--- src/rtl/req_encoder_32to5.sv ---
// Sequential 32-to-5 request encoder: sticky pending register, one grant per cycle on a valid/ready slot.
// Define REQ_ENC_ROUND_ROBIN_EN for round-robin selection; otherwise the lowest pending index wins.
module req_encoder_32to5 (
  input  logic        clk_i,
  input  logic        rst_ni,
  input  logic [31:0] req_i,
  input  logic        flush_i,
  input  logic        ready_i,
  output logic        valid_o,
  output logic [4:0]  id_o,
  output logic [31:0] pending_o,
  output logic        empty_o
);

  logic [31:0] pending_q;
  logic        valid_q;
  logic [4:0]  id_q;

  logic        load;
  logic        grant;
  logic        sel_found;
  logic [4:0]  sel_idx;
  logic [31:0] take_mask;

  // The slot can take a new index when it is empty or being accepted this cycle.
  assign load      = !valid_q || ready_i;
  assign sel_found = |pending_q;
  assign grant     = load && sel_found;
  assign take_mask = grant ? (32'd1 << sel_idx) : 32'd0;

`ifdef REQ_ENC_ROUND_ROBIN_EN
  logic [4:0] last_q;

  // Search starts one past the last grant; 5-bit index arithmetic wraps modulo 32.
  always_comb begin
    // NOTE: every always_comb output gets a default first so no latch is inferred.
    sel_idx = '0;
    for (int i = 31; i >= 0; i--) begin
      if (pending_q[last_q + 5'd1 + 5'(i)]) sel_idx = last_q + 5'd1 + 5'(i);
    end
  end

  always_ff @(posedge clk_i or negedge rst_ni) begin
    if (!rst_ni) begin
      last_q <= 5'd31;
    end else if (!flush_i && grant) begin
      last_q <= sel_idx;
    end
  end
`else
  // Walking from the top down leaves the lowest set index in sel_idx.
  always_comb begin
    sel_idx = '0;
    for (int i = 31; i >= 0; i--) begin
      if (pending_q[i]) sel_idx = 5'(i);
    end
  end
`endif

  always_ff @(posedge clk_i or negedge rst_ni) begin
    // NOTE: sequential state uses non-blocking assignments so every register sees pre-edge values.
    if (!rst_ni) begin
      pending_q <= '0;
      valid_q   <= 1'b0;
      id_q      <= '0;
    end else if (flush_i) begin
      pending_q <= '0;
      valid_q   <= 1'b0;
    end else begin
      // A request on the bit being taken re-sets it: set wins over take.
      pending_q <= (pending_q & ~take_mask) | req_i;
      if (load) begin
        valid_q <= sel_found;
        if (sel_found) id_q <= sel_idx;
      end
    end
  end

  assign valid_o   = valid_q;
  assign id_o      = id_q;
  assign pending_o = pending_q;
  assign empty_o   = !sel_found && !valid_q;

endmodule

--- config.mk ---
export PLATFORM = sky130hd
export DESIGN_NAME = req_encoder_32to5
export DESIGN_NICKNAME = d
export VERILOG_FILES = /design/src/rtl/req_encoder_32to5.sv
export SDC_FILE = /design/constraint.sdc
export NUM_CORES = 1
export LEC_CHECK = 0
export CORE_MARGIN = 2
export CORE_UTILIZATION = 49
export DETAILED_ROUTE_END_ITERATION = 7
export HOLD_SLACK_MARGIN = 0.08
export PLACE_DENSITY = 0.85
export SYNTH_ARGS = -nofsm -noshare
export SYNTH_HDL_FRONTEND = slang
export SYNTH_SLANG_ARGS = --single-unit
export TNS_END_PERCENT = 100
--- constraint.sdc ---
create_clock -name clk_i -period 4 [get_ports clk_i]
set_input_delay 0.8 -clock clk_i [delete_from_list [all_inputs] [get_ports clk_i]]
set_output_delay 0.8 -clock clk_i [all_outputs]
set_load 0.05 [all_outputs]
==> impl_metrics.json, run 1 <==
{
  "post_cts_buffers": 0,
  "required_ns": 3.20,
  "n_antenna_cell": 0,
  "clockRootBuffer": "clkbuf_8",
  "syn_area_um2": 2250,
  "drive_gt1_share_pct": 6.31,
  "fmax_ghz": 0.282,
  "overflow": 0,
  "finalNonFillerCells": 369,
  "core_area_um2": 4380,
  "cts_tree": "done",
  "layout_setup_ws_ns": 0.450,
  "synthCells": 240,
  "cts_buffers": 5,
  "ys_warn_count": 0,
  "final.setup_skew_ns": 0.00321,
  "vias": 2412,
  "dp_hpwl_um": 5110,
  "setup_viol": 0,
  "grt_start_max_net_pins": 39,
  "crit_type": "flop to primary output",
  "nets": 353,
  "worst_setup_path_start_kind": "flop",
  "status": "finished clean",
  "synth.distinct_cells": 45,
  "clk_pin_slew_ns": 0.07,
  "tightestPinTransition_ns": 0.719,
  "finalHoldViolations": 0,
  "cp.arrival_ns": 2.75,
  "fp.dieArea_um2": 5150,
  "ys_ff_latch": 38,
  "io_buffers": 74,
  "drtIter0Drc": 184,
  "drtPass1Iterations": 6,
  "maxCapViolCount": 0,
  "hp-class": "flop to flop",
  "final_max_slew_viol_count": 0,
  "dp_cells": 362,
  "grt_usage_pct": 27.9,
  "gp_congestion": 0.956,
  "max-clock-path-buffers": 2,
  "insertion_delay_ns": 0.29,
  "holdBufCountCts": 0,
  "vias_per_cell": 6.54,
  "io-pin-count": 75,
  "cts_max_level": 2,
  "die_w_um": 71.8,
  "grt_pass1_vias": 2255,
  "synth_nets": 276,
  "fill_cells": 350,
  "crit_fanout": 8,
  "drc": 0,
  "antenna_found_initial": 0,
  "setup.worst_path.end_class": "primary output",
  "start_util_pct": 51.3,
  "relSlewSlack_pct": 52.1,
  "ir_drop_uv": 179,
  "cts_resized": 0,
  "avgSynthCellArea_um2": 9.38,
  "wirelength_um": 7070,
  "p_leak_nw": 1.18,
  "finalCritPeriodShare_pct": 88.7,
  "dp_slack_ns": 0.812,
  "rows": 24,
  "ant_nets": 0,
  "grt_pass1_wl_um": 11100,
  "layout_min_cycle_time_ns": 3.55,
  "syn2layout_area_growth_pct": 38.7,
  "yosysSeqAreaShare_pct": 42.2,
  "clock-sinks": 38,
  "wl_per_cell_um": 19.1,
  "grt_setup_unrepaired": "no",
  "die_h_um": 71.8,
  "tns_ns": 0,
  "powerDensity_nw_per_um2": 365
}
area by class of cell:
type / count / area (um2) / area share, %
timing repair buffer: 78 / 771 / 24.7
sequential: 38 / 951 / 30.4
tap: 52 / 65.1 / 2.08
clock buffer: 7 / 76.3 / 2.44
multi-input combinational: 191 / 1250 / 40.0
inverter: 3 / 11.3 / 0.361
worst max-delay path, stage by stage, from the launching register on:
cell             delay [ns]
dfrtp_1                0.47
nor4_1                 0.59
nand4_1                0.31
nor3_1                 0.26
clkdlybuf4s50_1        0.84
cells in the mapped netlist (all sizes together):
master | count | share of area [%]
nor2 | 51 | 8.6
dfrtp | 38 | 42
o21bai | 20 | 6.7
a41oi | 18 | 7.0
nor4 | 15 | 4.4
a311oi | 14 | 5.7
o21ai | 12 | 3.0
a211oi | 7 | 2.3
or4 | 7 | 2.3
nand2 | 6 | 1.0
clkbuf | 5 | 0.83
nor3 | 5 | 1.1
nor2b | 4 | 1.1
a21oi | 3 | 0.67
buf | 3 | 0.94
inv | 3 | 0.50
o21a | 3 | 1.1
or3 | 3 | 0.83
a221oi | 2 | 0.78
nand2b | 2 | 0.56
nand4 | 2 | 0.56
a2111o | 1 | 0.50
a2111oi | 1 | 1.2
a211o | 1 | 0.39
a21bo | 1 | 0.44
a31oi | 1 | 0.56
and2 | 1 | 0.28
and4bb | 1 | 0.56
nand3 | 1 | 0.22
nand3b | 1 | 0.33
nand4b | 1 | 0.39
nor3b | 1 | 0.33
o2111ai | 1 | 0.39
o211a | 1 | 0.44
o221a | 1 | 0.50
o221ai | 1 | 0.39
o311ai | 1 | 0.39
o31ai | 1 | 0.33
report_power, final:
| part | internal (mW) | switching (mW) | total (mW) |
|---|---|---|---|
| combinational | 0.151 | 0.274 | 0.425 |
| clock | 0.120 | 0.131 | 0.251 |
| sequential | 0.416 | 0.0480 | 0.464 |
| total | 0.687 | 0.452 | 1.14 |
final timing paths:
check | start | cells past startpoint | to | slack [ns]
max reg2reg | pending_o[1] | 5 | pending_o[27] | 1.54
min | id_o[2] | 2 | id_o[2] | 0.48
max in group asynchronous | rst_ni | 2 | pending_o[15] | 2.71
min reg2reg | id_o[2] | 2 | id_o[2] | 0.48
max | pending_o[6] | 4 | empty_o | 0.45
min in group asynchronous | rst_ni | 2 | pending_o[1] | 0.94
cell usage in the layout, fill, tap and decap left out, types with 2 or more instances in the layout:
cell	Yosys	final
clkdlybuf4s50_1	0	74
nor2_1	50	50
dfrtp_1	38	38
o21bai_1	20	20
a41oi_1	18	18
nor4_1	14	14
a311oi_1	13	13
o21ai_0	8	8
or4_1	7	7
a211oi_1	7	7
nand2_1	6	6
nor3_1	5	5
clkbuf_8	0	5
nor2b_1	4	4
buf_4	0	4
inv_1	3	3
or3_1	3	3
a21oi_1	3	3
nand2b_1	2	2
a221oi_1	2	2
o21a_1	2	2
o21ai_2	2	2
o21ai_1	2	2
nand4_1	2	2
clkbuf_1	5	2
registers in the layout, summed over array words and instances (netlist names):
name / count
pending_o: 32
id_o: 5
valid_o: 1
kinds of logic after synthesis:
family | Yosys count | synth area share [%]
buf+inv | 11 | 2.28
flops | 38 | 42.2
simple gates | 101 | 22.7
compound gates | 90 | 32.8
metal layers:
| metal | part of all wire [%] | track usage (%) |
|---|---|---|
| met5 | 0 | 0 |
| met4 | 1.2 | 6.71 |
| met3 | 8.6 | 6.89 |
| met2 | 50 | 47.2 |
| met1 | 40 | 36.1 |
stage by stage:
| stage | cell area (um2) | total power [mW] | util [%] | hold WS, ns |
|---|---|---|---|---|
| after floorplan | 2250 | 0.722 | - | 0.504 |
| after global placement | 3050 | 0.887 | 69.5 | 0.467 |
| after detailed placement | 3050 | 0.893 | 69.5 | 0.474 |
| after CTS | 3120 | 1.14 | 71.2 | 0.489 |
| after global routing | 3120 | 1.19 | 71.2 | 0.514 |
| final | 3120 | 1.14 | 71.2 | 0.483 |
Power figures use the tool's default switching activity.
==> run 2, diff against run 1 <==
CORE_MARGIN = not set   (was 2)
TNS_END_PERCENT = not set   (was 100)
==> impl_metrics.json, run 2 (synthesized netlist as in run 1, its figures left out) <==
{
  "cts_buffers": 5,
  "slowest_stage": "clkdlybuf4s50_1",
  "post_cts_buffers": 0,
  "drc": 0,
  "grt_start_max_net_pins": 39,
  "io_buffers": 74,
  "rr_startpoint": "pending_o[3]",
  "maxCapViolCount": 0,
  "hp-start": "id_o[1]",
  "cts_resized": 0,
  "netSwitchingPower_uw": 465,
  "nets": 353,
  "min_to": "id_o[1]",
  "crit_fanout": 8,
  "wirelength_um": 7020,
  "finalPower_mw": 1.21,
  "clkPwrFrac_pct": 26.8,
  "sequentialPowerShare_pct": 38.2,
  "fp.dieArea_um2": 4870,
  "drtIter0Drc": 215,
  "worstPathBufferInverterCount": 1,
  "io-pin-count": 75,
  "critical-path-top-delay-family": "simple AND/OR/NAND/NOR gates",
  "gp_congestion": 0.946,
  "timing.rr.end": "pending_o[11]",
  "holdWs_ns": 0.487,
  "multiInputGateArea_um2": 1250,
  "fmax_ghz": 0.279,
  "relSlewSlack_pct": 51.7,
  "regArea_um2": 951,
  "start_util_pct": 51.3,
  "startpoint": "pending_o[6]",
  "clockRootBuffer": "clkbuf_8",
  "max-clock-path-buffers": 2,
  "final_area_um2": 3160,
  "die_h_um": 69.8,
  "final_cell_mix": "clkdlybuf4s50_1 (74), nor2_1 (50), dfrtp_1 (38), o21bai_1 (20), a41oi_1 (18)",
  "dp_slack_ns": 0.796,
  "hold_depth": 2,
  "grt_pass1_vias": 2306,
  "cp.depth": 4,
  "grt_pass1_wl_um": 11300,
  "crit_type": "flop to primary output",
  "vias_per_cell": 6.62,
  "setup_viol": 0,
  "n_antenna_cell": 0,
  "setup.worst_path.end_class": "primary output",
  "dp_hpwl_um": 5090,
  "p_leak_nw": 1.20,
  "post_dp_cell_area_um2": 3050,
  "wl_per_cell_um": 19.0,
  "slowest_delay_ns": 0.83,
  "antenna_found_initial": 0,
  "overflow": 0,
  "syn2layout_area_growth_pct": 40.2,
  "tightestPinTransition_ns": 0.724,
  "finalCritPeriodShare_pct": 89.5,
  "grt_usage_pct": 29.8,
  "largest_reg_flops": 32,
  "powerDensity_nw_per_um2": 385,
  "die_w_um": 69.8,
  "clk_pin_slew_ns": 0.08,
  "ir_drop_uv": 294,
  "worst_setup_path_start_kind": "flop",
  "finalNonFillerCells": 370,
  "final_max_slew_viol_count": 0,
  "holdBufCountCts": 0,
  "rows": 24,
  "fill_cells": 360,
  "finalHoldViolations": 0,
  "grt_setup_unrepaired": "no",
  "rr_worst_depth": 5,
  "cp.arrival_ns": 2.78,
  "tns_ns": 0,
  "layout_min_cycle_time_ns": 3.58,
  "drtPass1Iterations": 5,
  "insertion_delay_ns": 0.30,
  "drive_gt1_share_pct": 7.23,
  "core_area_um2": 4380,
  "rrSetupSlack_ns": 1.48,
  "cts_max_level": 2,
  "hp-class": "flop to flop",
  "dp_cells": 362,
  "utilization_pct": 72.0,
  "switching_share_pct": 38.2,
  "vias": 2451,
  "required_ns": 3.20,
  "path_cells": "nor4_1 > nand4_1 > nor3_1 > clkdlybuf4s50_1",
  "p_int_uw": 750,
  "clock-sinks": 38,
  "status": "finished clean",
  "cts_tree": "done",
  "layout_commonest_cell": "clkdlybuf4s50_1",
  "p_comb_share_pct": 35.0,
  "final.setup_skew_ns": 0.00854,
  "ant_nets": 0,
  "layout_setup_ws_ns": 0.421
}
## run 2: worst register-to-register path, delay by kind of cell, from the launching register on
kind            cells  cell delay, ns
simple gates        3            1.39
compound gates      2            0.50
flops               1            0.47
## run 2: worst max path at each step
stage | end | slack, ns
2_1_floorplan | empty_o | 0.66
3_3_place_gp | empty_o | 0.84
3_5_place_dp | empty_o | 0.80
4_1_cts | empty_o | 0.47
5_1_grt | empty_o | 0.30
6_report | empty_o | 0.42
## run 2: metal layers
metal / vias up / part of all wire [%] / GRT usage (%)
li1: 1127 / - / -
met1: 1180 / 42 / 39.7
met2: 130 / 48 / 47.1
met3: 14 / 8.6 / 7.27
met4: 0 / 1.7 / 10.7
met5: - / 0 / 0
## run 2: power groups by stage
stage	Combinational (mW)	Sequential, mW	Clock (mW)
finish	0.425	0.464	0.326
detailed placement	0.421	0.470	0
floorplan	0.150	0.572	0
global placement	0.420	0.468	0
CTS	0.423	0.463	0.326
global route	0.449	0.470	0.347
## run 2: layout make-up
cell class,count,share of cell area [%]
Clock inverter,3,1.27
Tap cell,52,2.06
Clock buffer,5,2.18
Sequential cell,38,30.1
Multi-Input combinational cell,191,39.6
Inverter,3,0.357
Timing Repair Buffer,78,24.4
==> run 3, diff against run 2 <==
SLEW_MARGIN = 20   (was not set)
==> results of run 3 <==
Same layout as run 2: the final DEF is identical, and so are final timing and power.
